## config.mk

```make
export PLATFORM = sky130hd
export DESIGN_NAME = sram_controller
export DESIGN_NICKNAME = d
export VERILOG_FILES = /design/src/rtl/arm_mem_pkg.sv /design/src/rtl/sram_wait_counter.sv /design/src/rtl/sram_controller.sv
export SDC_FILE = /design/constraint.sdc
export NUM_CORES = 1
export LEC_CHECK = 0
export ABC_AREA = 1
export ABC_CLOCK_PERIOD_IN_PS = 4100
export CORE_ASPECT_RATIO = 1.4
export CORE_MARGIN = 2
export CORE_UTILIZATION = 65
export CTS_CLUSTER_SIZE = 24
export DETAILED_ROUTE_END_ITERATION = 7
export DONT_BUFFER_PORTS = 1
export PLACE_DENSITY = 0.81
export SYNTH_ARGS = -nofsm -noshare
export SYNTH_HDL_FRONTEND = slang
export SYNTH_SLANG_ARGS = --single-unit
export TNS_END_PERCENT = 100
```

## constraint.sdc

```tcl
create_clock -name clk -period 4.1 [get_ports clk]
set_clock_uncertainty 0.05 [all_clocks]
set_input_delay 0.82 -clock clk [delete_from_list [all_inputs] [get_ports clk]]
set_output_delay 0.82 -clock clk [all_outputs]
set_load 0.01 [all_outputs]
```

## src/rtl/arm_mem_pkg.sv

```systemverilog
// Shared types and constants for the data-memory SRAM controller.
package arm_mem_pkg;
  typedef enum logic [1:0] {
    IDLE = 2'd0,
    LO   = 2'd1,
    HI   = 2'd2,
    DONE = 2'd3
  } mem_state_t;

  localparam int DATA_BASE_DEFAULT = 1024;
  localparam int SRAM_HALF_W       = 16;
endpackage

```

## src/rtl/sram_wait_counter.sv

```systemverilog
// 4-bit loadable down-counter that times each half-word SRAM access.
// Saturates at zero; load has priority over count enable.
module sram_wait_counter (
  input  logic       clk,
  input  logic       rst,
  input  logic       i_load,
  input  logic [3:0] i_load_val,
  input  logic       i_en,
  output logic       o_zero
);
  logic [3:0] r_cnt;

  always_ff @(posedge clk or negedge rst) begin
    if (!rst) begin
      r_cnt <= 4'd0;
    end else if (i_load) begin
      r_cnt <= i_load_val;
    end else if (i_en && (r_cnt != 4'd0)) begin
      r_cnt <= r_cnt - 4'd1;
    end
  end

  assign o_zero = (r_cnt == 4'd0);
endmodule

```

## src/rtl/sram_controller.sv

```systemverilog
// Splits one 32-bit load/store into two held half-word accesses on a 16-bit async SRAM.
// Optional address checking is enabled by defining SRAM_ERR_CHECK_EN (adds the err port).
module sram_controller
  import arm_mem_pkg::*;
#(
  parameter int ACCESS_CYCLES = 2,
  parameter int DATA_BASE     = DATA_BASE_DEFAULT,
  parameter int SRAM_ADDR_W   = 18
) (
  input  logic                   clk,
  input  logic                   rst,
  input  logic                   rd_en,
  input  logic                   wr_en,
  input  logic [31:0]            address,
  input  logic [31:0]            write_data,
  output logic [31:0]            read_data,
  output logic                   ready,
`ifdef SRAM_ERR_CHECK_EN
  output logic                   err,
`endif
  output logic [SRAM_ADDR_W-1:0] sram_addr,
  output logic [SRAM_HALF_W-1:0] sram_dq_out,
  input  logic [SRAM_HALF_W-1:0] sram_dq_in,
  output logic                   sram_dq_oe,
  output logic                   sram_we_n
);
  localparam int          IDX_W    = SRAM_ADDR_W - 1;
  localparam logic [31:0] BASE     = 32'(DATA_BASE);
  localparam logic [3:0]  LOAD_VAL = 4'(ACCESS_CYCLES - 1);

  mem_state_t       r_state;
  mem_state_t       w_next;
  logic [IDX_W-1:0] r_idx;
  logic [31:0]      r_wdata;
  logic             r_is_wr;
  logic [31:0]      r_rdata;

  logic [31:0]      w_off;
  logic [IDX_W-1:0] w_idx;
  logic             w_req;
  logic             w_addr_err;
  logic             w_start;
  logic             w_cnt_load;
  logic             w_cnt_en;
  logic             w_cnt_zero;
  logic             w_unused;

  assign w_req    = rd_en | wr_en;
  assign w_off    = address - BASE;
  assign w_idx    = w_off[SRAM_ADDR_W:2];
  assign w_unused = ^{w_off[31:SRAM_ADDR_W+1], w_off[1:0]};

`ifdef SRAM_ERR_CHECK_EN
  logic r_err;

  assign w_addr_err = (address < BASE) || (address[1:0] != 2'b00) ||
                      (w_off[31:SRAM_ADDR_W+1] != '0);

  // Error requests skip the SRAM entirely; flag the single DONE cycle.
  always_ff @(posedge clk or negedge rst) begin
    if (!rst) begin
      r_err <= 1'b0;
    end else begin
      r_err <= (r_state == IDLE) && w_req && w_addr_err;
    end
  end

  assign err = r_err;
`else
  assign w_addr_err = 1'b0;
`endif

  assign w_start    = (r_state == IDLE) && w_req && !w_addr_err;
  assign w_cnt_load = w_start || ((r_state == LO) && w_cnt_zero);
  assign w_cnt_en   = (r_state == LO) || (r_state == HI);

  sram_wait_counter u_wait (
    .clk        (clk),
    .rst        (rst),
    .i_load     (w_cnt_load),
    .i_load_val (LOAD_VAL),
    .i_en       (w_cnt_en),
    .o_zero     (w_cnt_zero)
  );

  always_ff @(posedge clk or negedge rst) begin
    if (!rst) begin
      r_state <= IDLE;
    end else begin
      r_state <= w_next;
    end
  end

  always_comb begin
    w_next = r_state;
    case (r_state)
      IDLE: begin
        if (w_req) w_next = w_addr_err ? DONE : LO;
      end
      LO:   if (w_cnt_zero) w_next = HI;
      HI:   if (w_cnt_zero) w_next = DONE;
      DONE: w_next = IDLE;
      default: w_next = IDLE;
    endcase
  end

  always_ff @(posedge clk or negedge rst) begin
    if (!rst) begin
      r_idx   <= '0;
      r_wdata <= 32'd0;
      r_is_wr <= 1'b0;
    end else if (w_start) begin
      r_idx   <= w_idx;
      r_wdata <= write_data;
      r_is_wr <= wr_en;
    end
  end

  // Each half is captured on the last cycle its address has been held.
  always_ff @(posedge clk or negedge rst) begin
    if (!rst) begin
      r_rdata <= 32'd0;
    end else if (!r_is_wr && w_cnt_zero) begin
      if (r_state == LO) r_rdata[15:0]  <= sram_dq_in;
      if (r_state == HI) r_rdata[31:16] <= sram_dq_in;
    end
  end

  assign read_data = r_rdata;
  assign ready     = ((r_state == IDLE) && !w_req) || (r_state == DONE);

  always_comb begin
    sram_we_n   = 1'b1;
    sram_dq_oe  = 1'b0;
    sram_addr   = '0;
    sram_dq_out = '0;
    case (r_state)
      LO: begin
        sram_addr   = {r_idx, 1'b0};
        sram_we_n   = ~r_is_wr;
        sram_dq_oe  = r_is_wr;
        sram_dq_out = r_is_wr ? r_wdata[15:0] : '0;
      end
      HI: begin
        sram_addr   = {r_idx, 1'b1};
        sram_we_n   = ~r_is_wr;
        sram_dq_oe  = r_is_wr;
        sram_dq_out = r_is_wr ? r_wdata[31:16] : '0;
      end
      default: ;
    endcase
  end
endmodule

```

==> reports/metrics.cfg, run 1 <==
[synth]
synthXorXnorAreaFrac_pct=0
synthCells=512
synth_fa_ha_area_share_pct=2.062
ys_warn_count=0
synthSimpleGateAreaFrac_pct=25.25
synth_top_family_by_area=simple AND/OR/NAND/NOR gates
synth_area_mm2=0.004247
synthMuxAreaShare_pct=0
syn-mean-instance-area_um2=8.294
synth-compound-area-share_pct=11.40
ys_seq_area_share_pct=51.86
syn_nets=603
synth_cell_types=25
ys_seq_elements=88

[critical_path]
crit_cells=5
start_kind=flop
critical_path.max_fanout=20
reg2reg_to=read_data[29]$_DFFE_PN0P_
cp.required_ps=3230
crit_end=sram_addr[3]
crit_chain=inv_1 > ha_1 > or2_4 > nand2_4 > nor2_1
arrival_ps=2290
cpMaxStageDelayCell=ha_1
startpoint=r_state[0]$_DFFE_PN0P_
path_delay_family=adder cells
rrSetupSlack_ps=1730
endpoint_kind=primary output
worst_r2r_path_depth=5
criticalPathCategory=reg -> out
reg2reg_from=r_state[0]$_DFFE_PN0P_
cpPeakStageDelay_ps=790
critPathBufInv=1

[floorplan]
coreArea_mm2=0.006254
num_rows=34
start_util_pct=67.91
ioPinCount=153
die_w_um=72.31
die_y_um=99.64
die_area_mm2=0.007205

[cells_and_area]
mostFrequentLayoutCells=205 x nand2_1, 88 x dfrtp_1, 56 x inv_1
num_antenna_cells=0
nets=592
drive_above_1_share_pct=12.45
final_common_cell=nand2_1
area_growth_pct=2.681
fill_cells=524

[power]
power.density_mw_per_mm2=815.5
total_power_uw=3556
ir_worst_vdd_mv=0.5012
p_leak_uw=0.002284

[sta]
final.period_utilization_pct=77.12
fmax_ghz=0.3163
rsz0062_at_grt=false
drv_slew=0
slew_headroom_pct=37.46
min_period_ps=3162
finalSetupViolCount=0
fin_tns_setup_ps=0
hold_violations=0
tightest_slew_ps=938.0

[cts]
numCtsBuffers=9
cts.repair.resized=0
cts_root_buf=clkbuf_8
htree_num_levels=3
cts_hold_buffers=0
clk_latency_ps=340
postCtsSetupBuffers=0
clock-sinks=88
clk_pin_slew_ps=80
max-clock-path-buffers=2
cts_tree=built

[placed_design]
hpwl_mm=5.585
portBuffers=0
routabilityCongestion=0.7795

[grt]
grt_pass1_vias=2989
grt_overflow_total=0
grt_util_all_layers_pct=23.49
grt_max_degree=89
grt_pass1_wl_mm=13.24
antenna_found_initial=0

[route]
remaining_drc_errors=0
drt_wl_total_mm=8.056
drt-initial-drc-count=116
wl_per_cell_um=13.94
ant_nets=0
viasPerCell=5.420
vias=3133
dr.pass1.iters=4

[status]
status=complete, no violations

[worst_hold_path]
hold_class=in -> async

[flow_run]
maxCapViolCount=0

layout make-up:
cell class | instances | area (µm²) | area share (%)
clock buffer | 10 | 127.6 | 2.927
clock inverter | 6 | 67.56 | 1.549
inverter | 59 | 221.5 | 5.079
multi-input combinational | 342 | 1644 | 37.70
sequential | 88 | 2202 | 50.50
tap | 72 | 90.09 | 2.066
timing repair buffer | 1 | 7.507 | 0.1722
power breakdown:
part	switching [µW]	internal [µW]
sequential	327	1300
combinational	906	439
clock	300	284
total	1530	2020
worst min path at each step:
stage	from	end	cells past startpoint	slack, ps
after floorplan	r_idx[13]$_DFFE_PN0P_	r_idx[13]$_DFFE_PN0P_	2	400
after global placement	r_wdata[1]$_DFFE_PN0P_	r_wdata[1]$_DFFE_PN0P_	2	410
after detailed placement	r_wdata[4]$_DFFE_PN0P_	r_wdata[4]$_DFFE_PN0P_	2	420
after CTS	rst	r_wdata[9]$_DFFE_PN0P_	0	100
after global routing	rst	r_wdata[28]$_DFFE_PN0P_	0	80
final	rst	read_data[2]$_DFFE_PN0P_	0	110
synthesized netlist by cell type (all sizes together):
library cell,instances,area share (%)
nand2,211,19
dfrtp,88,52
inv,59,5.2
o21ai,50,8.8
nor2,35,3.3
buf,22,4.1
a21oi,18,2.1
nand3,15,2.4
ha,7,2.1
a31oi,2,0.29
or2,2,0.35
clkbuf,1,0.12
nand4,1,0.15
o21bai,1,0.18
per-layer routing:
metal	global-route usage (%)	up-vias	part of all wire (%)
li1	-	1536	-
met1	26.91	1465	40
met2	39.87	113	50
met3	7.092	19	8.1
met4	10.60	0	2.6
met5	0	-	0
stage by stage:
stage          instance area [µm²]  worst slack (ps)  hold slack, ps  util (%)  cells
2_1_floorplan                 4247              1830           398.8         -    512
3_3_place_gp                  4165              1351           411.4     66.61    562
3_5_place_dp                  4165              1290           415.6     66.61    562
4_1_cts                       4360             920.7           95.49     69.73    578
5_1_grt                       4360             830.4           82.61     69.73    578
6_report                      4360             937.9           110.8     69.73    578
flip-flops by register name, indices dropped and copies added, names as in the netlist:
register      count
r_wdata          32
read_data        32
r_idx            17
u_wait.r_cnt      4
r_state           2
r_is_wr           1
cells by family after synthesis:
kind of cell / count (synthesis)
buffers and inverters: 82
flip-flops: 88
AND/OR/NAND/NOR: 264
AO/OA/AOI/OAI: 71
adder cells (fa/ha/maj): 7
No activity file was read; power rests on OpenSTA's default activity.
==> inputs of run 2 (changes only) <==
--- a/config.mk
+++ b/config.mk
@@ -6,14 +6,14 @@
 export NUM_CORES = 1
 export LEC_CHECK = 0
 export ABC_AREA = 1
-export ABC_CLOCK_PERIOD_IN_PS = 4100
+export ABC_CLOCK_PERIOD_IN_PS = 3000
 export CORE_ASPECT_RATIO = 1.4
 export CORE_MARGIN = 2
-export CORE_UTILIZATION = 65
+export CORE_UTILIZATION = 63
 export CTS_CLUSTER_SIZE = 24
 export DETAILED_ROUTE_END_ITERATION = 7
 export DONT_BUFFER_PORTS = 1
-export PLACE_DENSITY = 0.81
+export PLACE_DENSITY = 0.79
 export SYNTH_ARGS = -nofsm -noshare
 export SYNTH_HDL_FRONTEND = slang
 export SYNTH_SLANG_ARGS = --single-unit
==> constraint.sdc (replaced) <==
create_clock -name clk -period 3 [get_ports clk]
set_clock_uncertainty 0.05 [all_clocks]
set_input_delay 0.6 -clock clk [delete_from_list [all_inputs] [get_ports clk]]
set_output_delay 0.6 -clock clk [all_outputs]
set_load 0.01 [all_outputs]
==> run 2 against run 1 <==
Flip-flop and latch count stayed put. Wire length rose by 2.6%. Core utilization down 2.7 points. Combinational power up 40%. Final area increased by 1.0%. Non-clock buffer count is 3 higher.
==> reports/metrics.cfg, run 2 (synthesis results as in run 1) <==
[floorplan]
coreArea_mm2=0.006569
num_rows=35
die_w_um=73.39
start_util_pct=64.65
die_area_mm2=0.007423
ioPinCount=153
die_y_um=101.1

[critical_path]
reg2reg_from=r_state[0]$_DFFE_PN0P_
criticalPathCategory=reg -> out
cp.required_ps=2350
critical_path.max_fanout=18
start_kind=flop
reg2reg_to=read_data[23]$_DFFE_PN0P_
worst_r2r_path_depth=6
startpoint=r_state[0]$_DFFE_PN0P_
arrival_ps=2050
crit_end=sram_dq_out[8]
rrSetupSlack_ps=1050
endpoint_kind=primary output

[cts]
htree_num_levels=3
cts_root_buf=clkbuf_8
numCtsBuffers=9
clock-sinks=88
cts_tree=built
clk_pin_slew_ps=80
clk_latency_ps=340
max-clock-path-buffers=2

[cells_and_area]
mostFrequentLayoutCells=205 x nand2_1, 88 x dfrtp_1, 56 x inv_1
area_growth_pct=3.742
fin_area_mm2=0.004405
drive_above_1_share_pct=12.99
nets=595
final_common_cell=nand2_1
num_antenna_cells=0
fill_cells=565

[sta]
worst_slack_ps=302.0
worst_hold_slack_ps=95.34
drv_slew=0
min_period_ps=2698
hold_violations=0
slew_headroom_pct=39.82
final.period_utilization_pct=89.93
fmax_ghz=0.3706
tightest_slew_ps=902.7
finalSetupViolCount=0
rsz0062_at_grt=false
fin_tns_setup_ps=0

[power]
power.density_mw_per_mm2=1111
total_power_uw=4895
ir_worst_vdd_mv=0.6541
p_leak_uw=0.002305

[route]
dr.pass1.iters=5
vias=3133
drt-initial-drc-count=135
remaining_drc_errors=0
viasPerCell=5.383
drt_wl_total_mm=8.264
ant_nets=0
wl_per_cell_um=14.20

[grt]
grt_pass1_vias=2900
grt_overflow_total=0
grt_util_all_layers_pct=22.10
grt_max_degree=89
grt_pass1_wl_mm=12.87
antenna_found_initial=0

[status]
status=complete, no violations

[placed_design]
dpl_worst_slack_ps=714.1
routabilityCongestion=0.7626
hpwl_mm=5.649
portBuffers=0
placed_area_mm2=0.004183

[flow_run]
maxCapViolCount=0

[worst_hold_path]
hold_class=in -> async

run 2: worst min-delay path by stage:
stage          start                        end  slack (ps)  cells past startpoint
6_report         rst  read_data[13]$_DFFE_PN0P_         100                      1
3_3_place_gp     rst   read_data[2]$_DFFE_PN0P_         260                      0
4_1_cts          rst    r_wdata[10]$_DFFE_PN0P_         120                      1
5_1_grt          rst     r_wdata[4]$_DFFE_PN0P_         130                      1
3_5_place_dp     rst   read_data[2]$_DFFE_PN0P_         260                      0
2_1_floorplan    rst       r_idx[0]$_DFFE_PN0P_         250                      0
run 2: power breakdown:
group | internal (µW) | switching, µW
clock network | 384 | 403
logic | 615 | 1270
registers | 1780 | 450
total | 2780 | 2120
run 2: what timing repair did:
item,in CTS,in global routing
hold endpoints to repair,88,0
gates resized for setup,0,0
hold buffers,1,0
buffers inserted,0,0
run 2: layout make-up:
type | instances | area (µm²) | share of cell area, %
sequential | 88 | 2202 | 49.99
multi-input combinational | 342 | 1644 | 37.32
clock buffer | 9 | 123.9 | 2.812
clock inverter | 6 | 71.32 | 1.619
inverter | 59 | 221.5 | 5.027
timing repair buffer | 4 | 50.05 | 1.136
tap | 74 | 92.59 | 2.102
run 2: metal layers:
metal  vias to the layer above  global-route usage [%]  share of wire, %
met5                         -                       0                 0
li1                       1548                       -                 -
met3                        16                   7.164               8.6
met1                      1437                   26.04                41
met4                         0                   8.112               1.8
met2                       132                   37.49                49
run 2: stage by stage:
stage | util, % | std cells
final | 67.07 | 582
after global routing | 67.07 | 582
after CTS | 67.07 | 582
after detailed placement | 63.68 | 566
after global placement | 63.68 | 566
after floorplan | - | 512
run 2: critical path: stages (launching register included):
cell and delay, ps:
dfrtp_1 400, inv_1 100, ha_1 450, nand2_2 320, a21oi_1 430
